[src/rtl/m31_pkg.sv]
// Shared M31 field definitions (p = 2^31 - 1) for the Monolith datapath.
//   M31_WIDTH : bit width of a field element
//   M31_P     : field modulus
//   m31_t     : field element type
package m31_pkg;

  localparam int unsigned M31_WIDTH = 31;

  typedef logic [M31_WIDTH-1:0] m31_t;

  localparam m31_t M31_P = 31'h7FFF_FFFF;

endpackage

[src/rtl/m31_canonicalize.sv]
// Maps an M31 value in [0, p] to canonical form in [0, p-1].
// p is congruent to 0, so it is the only value that needs rewriting.
//   i_x : input value, range [0, p]
//   o_x : canonical value, range [0, p-1]
module m31_canonicalize
  import m31_pkg::*;
(
  input  m31_t i_x,
  output m31_t o_x
);

  assign o_x = (i_x == M31_P) ? '0 : i_x;

endmodule

[src/rtl/m31_subtractor_pipe.sv]
// Two-stage pipelined M31 modular subtractor: out_data = (in_a - in_b) mod p, canonical.
// Valid/ready handshake on both sides; an opaque tag travels with each beat.
//   clk, rst             : clock, asynchronous active-high reset
//   in_valid/in_ready    : input handshake
//   in_a, in_b, in_tag   : minuend, subtrahend (each in [0, p]), tag
//   out_valid/out_ready  : output handshake
//   out_data, out_tag    : result in [0, p-1], tag of that beat
//   busy                 : any stage holds a valid beat
module m31_subtractor_pipe
  import m31_pkg::*;
#(
  parameter int unsigned TAG_WIDTH = 4
) (
  input  logic                 clk,
  input  logic                 rst,
  input  logic                 in_valid,
  output logic                 in_ready,
  input  m31_t                 in_a,
  input  m31_t                 in_b,
  input  logic [TAG_WIDTH-1:0] in_tag,
  output logic                 out_valid,
  input  logic                 out_ready,
  output m31_t                 out_data,
  output logic [TAG_WIDTH-1:0] out_tag,
  output logic                 busy
);

  m31_t                 w_a_c;
  m31_t                 w_b_c;
  logic [M31_WIDTH:0]   w_diff;
  m31_t                 w_r;
  logic                 w_s1_adv;
  logic                 w_s2_adv;

  logic                 r_s1_valid;
  m31_t                 r_s1_diff;
  logic                 r_s1_borrow;
  logic [TAG_WIDTH-1:0] r_s1_tag;

  logic                 r_s2_valid;
  m31_t                 r_s2_data;
  logic [TAG_WIDTH-1:0] r_s2_tag;

  m31_canonicalize u_canon_a (
    .i_x (in_a),
    .o_x (w_a_c)
  );

  m31_canonicalize u_canon_b (
    .i_x (in_b),
    .o_x (w_b_c)
  );

  // Each stage may advance when empty or when the stage after it advances.
  assign w_s2_adv = !r_s2_valid || out_ready;
  assign w_s1_adv = !r_s1_valid || w_s2_adv;
  assign in_ready = w_s1_adv;

  // Extra MSB of the difference is the borrow (set when a_c < b_c).
  assign w_diff = {1'b0, w_a_c} - {1'b0, w_b_c};

  // a_c - b_c lies in (-p, p): a single +p (mod 2^31) on borrow lands in [0, p-1].
  assign w_r = r_s1_borrow ? (r_s1_diff + M31_P) : r_s1_diff;

  always_ff @(posedge clk or posedge rst) begin
    if (rst) begin
      r_s1_valid  <= 1'b0;
      r_s1_diff   <= '0;
      r_s1_borrow <= 1'b0;
      r_s1_tag    <= '0;
    end else if (w_s1_adv) begin
      r_s1_valid <= in_valid;
      if (in_valid) begin
        r_s1_diff   <= w_diff[M31_WIDTH-1:0];
        r_s1_borrow <= w_diff[M31_WIDTH];
        r_s1_tag    <= in_tag;
      end
    end
  end

  // Data registers only load on a valid beat so out_data keeps its last value when idle.
  always_ff @(posedge clk or posedge rst) begin
    if (rst) begin
      r_s2_valid <= 1'b0;
      r_s2_data  <= '0;
      r_s2_tag   <= '0;
    end else if (w_s2_adv) begin
      r_s2_valid <= r_s1_valid;
      if (r_s1_valid) begin
        r_s2_data <= w_r;
        r_s2_tag  <= r_s1_tag;
      end
    end
  end

  assign out_valid = r_s2_valid;
  assign out_data  = r_s2_data;
  assign out_tag   = r_s2_tag;
  assign busy      = r_s1_valid || r_s2_valid;

endmodule

[config.mk]
export PLATFORM = sky130hd
export DESIGN_NAME = m31_subtractor_pipe
export DESIGN_NICKNAME = d
export VERILOG_FILES = /design/src/rtl/m31_pkg.sv /design/src/rtl/m31_canonicalize.sv /design/src/rtl/m31_subtractor_pipe.sv
export SDC_FILE = /design/constraint.sdc
export NUM_CORES = 1
export LEC_CHECK = 0
export ABC_AREA = 1
export BUFFER_PORTS_ARGS = -buffer_cell sky130_fd_sc_hd__clkbuf_2
export CAP_MARGIN = 30
export CORE_UTILIZATION = 59
export CTS_CLUSTER_DIAMETER = 40
export DETAILED_ROUTE_END_ITERATION = 12
export PLACE_DENSITY = 0.85
export SLEW_MARGIN = 5
export SYNTH_ARGS = -nofsm -noshare
export SYNTH_HDL_FRONTEND = slang
export SYNTH_HIERARCHICAL = 1
export SYNTH_SLANG_ARGS = --single-unit
[constraint.sdc]
create_clock -name clk -period 2.8 [get_ports clk]
set_input_delay 0.42 -clock clk [delete_from_list [all_inputs] [get_ports clk]]
set_output_delay 0.42 -clock clk [all_outputs]
set_load 0.02 [all_outputs]
==> results.py, run 1 <==
metrics = {
    "synth": {
        "synth_edf_count": 0,
        "syn_avg_cell_area_um2": 5.95,
        "synth-simple-area-share_pct": 37.3,
        "synth_xor_xnor_area_share_pct": 3.43,
        "syn_area_um2": 6900,
        "synth_cells": 1160,
        "synth_ff_type": "dfrtp_1",
        "yosysWarningCount": 6,
        "synth-seq-area-share_pct": 26.5,
        "netlist_top_cells_area": "dfrtp_1 26%, nand2_1 22%, inv_1 14%, a21oi_1 5.9%, ha_1 5.8%",
        "synthDistinctLibCells": 37,
        "post-synth-top-count-cell": "nand2_1",
        "ys_ff_latch": 73,
        "synth_top_area_share_pct": 26.5,
        "post_synth_fa_ha_maj_area_fraction_pct": 6.10,
        "synthMuxAreaShare_pct": 0,
        "synth_fp_nets": 1263,
        "async_flop_share_pct": 100,
        "synth_largest_area_cell": "dfrtp_1",
        "ys_top_cells_by_count": "402 x nand2_1, 254 x inv_1, 97 x nor2_1, 81 x a21oi_1, 73 x dfrtp_1",
        "synth_top_family_by_area": "simple AND/OR/NAND/NOR gates",
        "synth_compound_gate_area_share_pct": 10.4,
    },
    "routing": {
        "vias": 6956,
        "avgViaCountPerCell": 4.84,
        "wire_per_inst_um": 11.8,
        "first_pass_iters": 5,
        "drt_iter0_markers": 376,
        "antenna_left": 0,
        "wirelength_um": 16900,
        "drc": 0,
    },
    "clock_network": {
        "cts_sinks": 73,
        "postCtsResizedCells": 0,
        "post_cts_buffers": 0,
        "ctsHoldBuffers": 0,
        "htreeDepth": 3,
        "cts_tree": "built",
        "cts_root_buf": "clkbuf_16",
        "cts_buffers": 9,
        "cts_buffer_depth": 2,
        "clk_latency_ps": 330,
        "clkTransAtPathRegs_ps": 50,
    },
    "critical_path": {
        "cp-start-kind": "input port",
        "end_kind": "flip-flop",
        "path_class": "input port to flip-flop",
        "critPathRequiredTime_ps": 3020,
        "reg2reg_depth": 11,
        "r2r-end": "out_data[30]",
        "reg2reg_from": "r_s1_diff[0]",
        "crit_path_max_fanout": 31,
        "r2r_setup_slack_ps": 1020,
        "worst_ep_arrival_time_ps": 2750,
    },
    "sta": {
        "fin_setup_tns_ps": 0,
        "fin_ws_ps": 274,
        "slew_headroom_pct": 64.8,
        "fin_crit_sh_pct": 90.2,
        "rsz0062_at_grt": "no",
        "slew_viol_final": 0,
        "setup_viol": 0,
        "fmax_mhz": 396,
        "min_period_ps": 2530,
        "worstMarginPinSlew_ps": 527,
        "holdWs_ps": 35.4,
        "finClkSkew_ps": 7.60,
        "finalHoldViolCount": 0,
    },
    "floorplan": {
        "placement_rows": 39,
        "initial_core_util_pct": 60.4,
        "dieArea_um2": 12100,
        "dieWidth_um": 110,
        "fp.dieH_um": 110,
        "core-area_um2": 11400,
        "pin_count": 108,
    },
    "layout": {
        "fillers": 1025,
        "regArea_um2": 1830,
        "multi_input_area_um2": 3950,
        "drive_above_1_share_pct": 14.7,
        "finalNetCount": 1392,
        "antenna_cells": 0,
        "fin_cells": 1436,
        "synthToLayoutAreaGrowth_pct": 17.9,
    },
    "global_route": {
        "grt_pass1_wl_um": 27400,
        "gr-total-overflow": 0,
        "grt_antenna_before_repair": 0,
        "grt_pass1_vias": 6034,
        "grt_use_total_pct": 29.0,
        "grt_start_max_net_pins": 57,
    },
    "pwr": {
        "p_per_area_nw_per_um2": 576,
        "peakVddDrop_mv": 0.628,
        "leakagePower_nw": 4.94,
        "total_power_mw": 4.68,
    },
    "place": {
        "portBuffers": 107,
        "dp_hpwl_um": 14000,
        "place_ws_ps": -68.3,
        "place_inst": 1421,
        "routabilityCongestion": 0.913,
    },
    "outcome": {
        "outcome": "complete, no violations",
    },
    "job": {
        "drv_cap": 0,
    },
    "min_path": {
        "min_path_type": "input port to asynchronous set/reset pin",
    },
}
-- flip-flops by register name (all words and copies together), names as in the netlist --
name         count
out_data        31
out_tag          4
r_s1_diff       31
out_valid        1
r_s1_valid       1
r_s1_tag         4
r_s1_borrow      1
-- placed cells by master, fill, tap and decap left out, types with 2 or more instances in the layout --
cell type and n:
a21oi_1 81, a31oi_1 2, buf_12 5, buf_4 33, bufinv_16 3, clkbuf_16 9, clkbuf_2 107, clkinv_2 2
dfrtp_1 73, ha_1 32, inv_1 253, inv_2 2, nand2_1 402, nand2_2 5, nand3_1 65, nand3_2 2
nand3_4 3, nand3b_1 2, nand4_1 5, nor2_1 97, nor2_2 7, nor2_4 5, nor2_8 2, nor3_1 6
o21ai_0 42, o21ai_1 6, o21bai_1 4, or2_0 2, xnor2_1 12, xor2_1 15
-- per-layer routing --
layer | vias up | share of wire [%] | global-route usage (%) | wire length, um
li1 | 3769 | - | - | -
met1 | 2958 | 47 | 37.5 | 7980
met2 | 208 | 47 | 50.5 | 7900
met3 | 21 | 4.2 | 3.29 | 716
met4 | 0 | 1.9 | 9.30 | 324
met5 | - | 0 | 0 | 0
-- worst max-delay path, stage by stage --
cell and delay (ps):
clkbuf_2 90, nand2_1 60, nor2_1 180, nand2_1 100, nor2_2 160, buf_12 190, a21oi_1 90, ha_1 380
nand2_1 140, nor2_1 280, nand2_1 140, nor2_1 120, nand2_1 120, nand3_1 110, nand2_1 50, nand3_1 60
nand2_1 50
-- cell families (layout without fill, tap and decap cells) --
| logic type | count (synthesis) | count (layout) |
|---|---|---|
| AOI/OAI and AO/OA | 139 | 139 |
| DFF | 73 | 73 |
| and+or+nand+nor | 606 | 606 |
| adders and majority gates | 33 | 33 |
| buffers and inverters | 282 | 415 |
| xor gates and xnor gates | 27 | 27 |
-- worst max-delay path by stage --
| stage | startpoint | endpoint | slack (ps) | cells past startpoint |
|---|---|---|---|---|
| after floorplan | in_b[1] | r_s1_diff[16] | 390 | 18 |
| after global placement | in_a[26] | r_s1_diff[24] | -40 | 17 |
| after detailed placement | in_b[3] | r_s1_diff[20] | -70 | 18 |
| after CTS | in_b[3] | r_s1_diff[20] | 270 | 18 |
| after global routing | in_b[3] | r_s1_diff[29] | 70 | 19 |
| final | in_a[27] | r_s1_diff[24] | 270 | 17 |
-- power breakdown --
part | switching (mW) | internal (mW) | leakage [nW]
sequential | 0.260 | 1.36 | 0.895
combinational | 1.15 | 0.651 | 3.88
clock | 0.408 | 0.860 | 0.161
total | 1.82 | 2.87 | 4.94
-- final cells by class --
| class | instances | share of cell area (%) |
|---|---|---|
| timing repair buffer | 145 | 10.9 |
| multi-input combinational | 805 | 48.6 |
| clock inverter | 6 | 1.32 |
| clock buffer | 9 | 2.77 |
| tap | 143 | 2.20 |
| sequential | 73 | 22.5 |
| inverter | 255 | 11.8 |
-- per-stage QoR --
stage          util [%]  instance area, um^2
3_5_place_dp       68.3                 7790
4_1_cts            71.2                 8130
3_3_place_gp       68.3                 7790
5_1_grt            71.2                 8130
2_1_floorplan         -                 6900
6_report           71.2                 8130
Power figures use the tool's default switching activity.
==> inputs of run 2 (changes only) <==
==> constraint.sdc (replaced) <==
create_clock -name clk -period 2.7 [get_ports clk]
set_input_delay 0.405 -clock clk [delete_from_list [all_inputs] [get_ports clk]]
set_output_delay 0.405 -clock clk [all_outputs]
set_load 0.02 [all_outputs]
==> results.py, run 2 (synthesis results as in run 1) <==
metrics = {
    "place": {
        "portBuffers": 107,
        "place_inst": 1447,
        "dp_hpwl_um": 14400,
        "routabilityCongestion": 0.988,
    },
    "pwr": {
        "seq_power_share_pct": 35.7,
        "total_power_mw": 4.67,
        "intPower_mw": 2.78,
        "p_per_area_nw_per_um2": 565,
        "leakagePower_nw": 5.04,
        "switching_power_mw": 1.89,
        "p_clk_share_pct": 23.3,
        "switching_share_pct": 40.4,
        "pwr-share-comb_pct": 41.0,
        "peakVddDrop_mv": 0.642,
    },
    "clock_network": {
        "clkTransAtPathRegs_ps": 50,
        "htreeDepth": 3,
        "cts_tree": "built",
        "cts_sinks": 73,
        "cts_buffer_depth": 2,
        "ctsHoldBuffers": 0,
        "cts_buffers": 9,
        "cts_root_buf": "clkbuf_16",
        "clk_latency_ps": 330,
    },
    "floorplan": {
        "initial_core_util_pct": 60.4,
        "pin_count": 108,
        "dieWidth_um": 110,
        "placement_rows": 39,
        "fp.dieH_um": 110,
        "dieArea_um2": 12100,
        "core-area_um2": 11400,
    },
    "critical_path": {
        "cpMostUsedCell": "nand2_1",
        "path_class": "input port to flip-flop",
        "crit_slowest_cell": "fa_1",
        "r2r_setup_slack_ps": 960,
        "worst_ep_arrival_time_ps": 2690,
        "cp-start-kind": "input port",
        "crit_path_max_fanout": 3,
        "crit_chain": "clkbuf_2 -> nand2_1 -> nor2_1 -> nand2_1 -> nor2_2 -> a21oi_1 -> ha_1 -> fa_1 -> inv_1 -> buf_4 -> nand2_1 -> nand3_1 -> nand2_1 -> nand2_1 -> nand2_1 -> nand2_1 -> nand2_1 -> nand3_1 -> nand2_1",
        "startpoint": "in_b[29]",
        "path_buf_inv": 3,
        "slowest_delay_ps": 390,
        "path_delay_family": "simple AND/OR/NAND/NOR gates",
        "critPathRequiredTime_ps": 2920,
        "reg2reg_from": "r_s1_diff[0]",
        "end_kind": "flip-flop",
    },
    "global_route": {
        "grt_antenna_before_repair": 0,
        "grt_pass1_vias": 6404,
        "gr-total-overflow": 0,
        "grt_pass1_wl_um": 28500,
        "grt_start_max_net_pins": 41,
        "grt_use_total_pct": 30.0,
    },
    "sta": {
        "min_period_ps": 2470,
        "slew_viol_final": 0,
        "fmax_mhz": 405,
        "rsz0062_at_grt": "no",
        "fin_setup_tns_ps": 0,
        "worstMarginPinSlew_ps": 765,
        "finalHoldViolCount": 0,
        "setup_viol": 0,
        "slew_headroom_pct": 48.9,
        "holdWs_ps": 200,
        "finClkSkew_ps": 6.99,
        "fin_crit_sh_pct": 91.4,
    },
    "min_path": {
        "min_path_type": "input port to asynchronous set/reset pin",
    },
    "routing": {
        "wirelength_um": 17200,
        "vias": 7080,
        "avgViaCountPerCell": 4.84,
        "drc": 0,
        "antenna_left": 0,
        "drt_iter0_markers": 358,
        "wire_per_inst_um": 11.8,
        "first_pass_iters": 6,
    },
    "job": {
        "drv_cap": 0,
    },
    "layout": {
        "postLayoutCoreUtil_pct": 72.4,
        "final_cell_mix": "402 x nand2_1, 253 x inv_1, 107 x clkbuf_2",
        "finalNetCount": 1418,
        "antenna_cells": 0,
        "drive_above_1_share_pct": 16.4,
        "synthToLayoutAreaGrowth_pct": 19.9,
        "fin_cells": 1463,
        "mostFrequentLayoutCell": "nand2_1",
        "fillers": 1008,
    },
    "outcome": {
        "outcome": "complete, no violations",
    },
}
run 2: changes by cell type in the layout (fill, tap and decap cells not counted), sizes merged:
cell      previous run  this run
bufinv               3         0
clkinv               2         3
clkbuf             116       120
buf                 38        64
clkinvlp             1         0
run 2: final timing paths:
path,endpoint,depth (start not counted)
max,r_s1_diff[30],19
min,out_data[29],2
max reg2reg,out_data[30],11
min reg2reg,out_data[22],2
max in group asynchronous,r_s1_tag[2],3
min in group clk,r_s1_tag[3],3
run 2: final cells by class:
class                      instances  area, um^2  area share [%]
multi-input combinational        805        3950            47.8
tap                              143         179            2.16
clock buffer                      13         260            3.15
timing repair buffer             171        1080            13.0
inverter                         255         957            11.6
sequential                        73        1830            22.1
clock inverter                     3        15.0           0.182
run 2: timing repair:
item | in CTS | in global routing
buffers inserted | 0 | 0
resized for setup | 0 | 1
setup endpoints to repair | 0 | 1
endpoints found under the hold margin | 0 | 0
run 2: power by group through the flow:
stage	registers (mW)	logic (mW)	clock network (mW)
2_1_floorplan	1.86	1.06	0
3_3_place_gp	1.67	1.86	0
3_5_place_dp	1.68	1.90	0
4_1_cts	1.67	1.92	1.10
5_1_grt	1.72	2.18	1.15
6_report	1.67	1.91	1.09
run 2: metrics by stage:
step           area, um^2  setup WS [ps]
2_1_floorplan        6900            303
3_3_place_gp         7990          -95.2
3_5_place_dp         7990           -104
4_1_cts              8270            216
5_1_grt              8270        0.00155
6_report             8270            232
run 2: layer usage:
layer,part of all wire (%),up-vias,global-route usage (%)
met5,0,-,0
met4,2.1,0,10.7
met3,4.1,27,2.65
met2,47,198,52.5
li1,-,3811,-
met1,47,3044,38.8
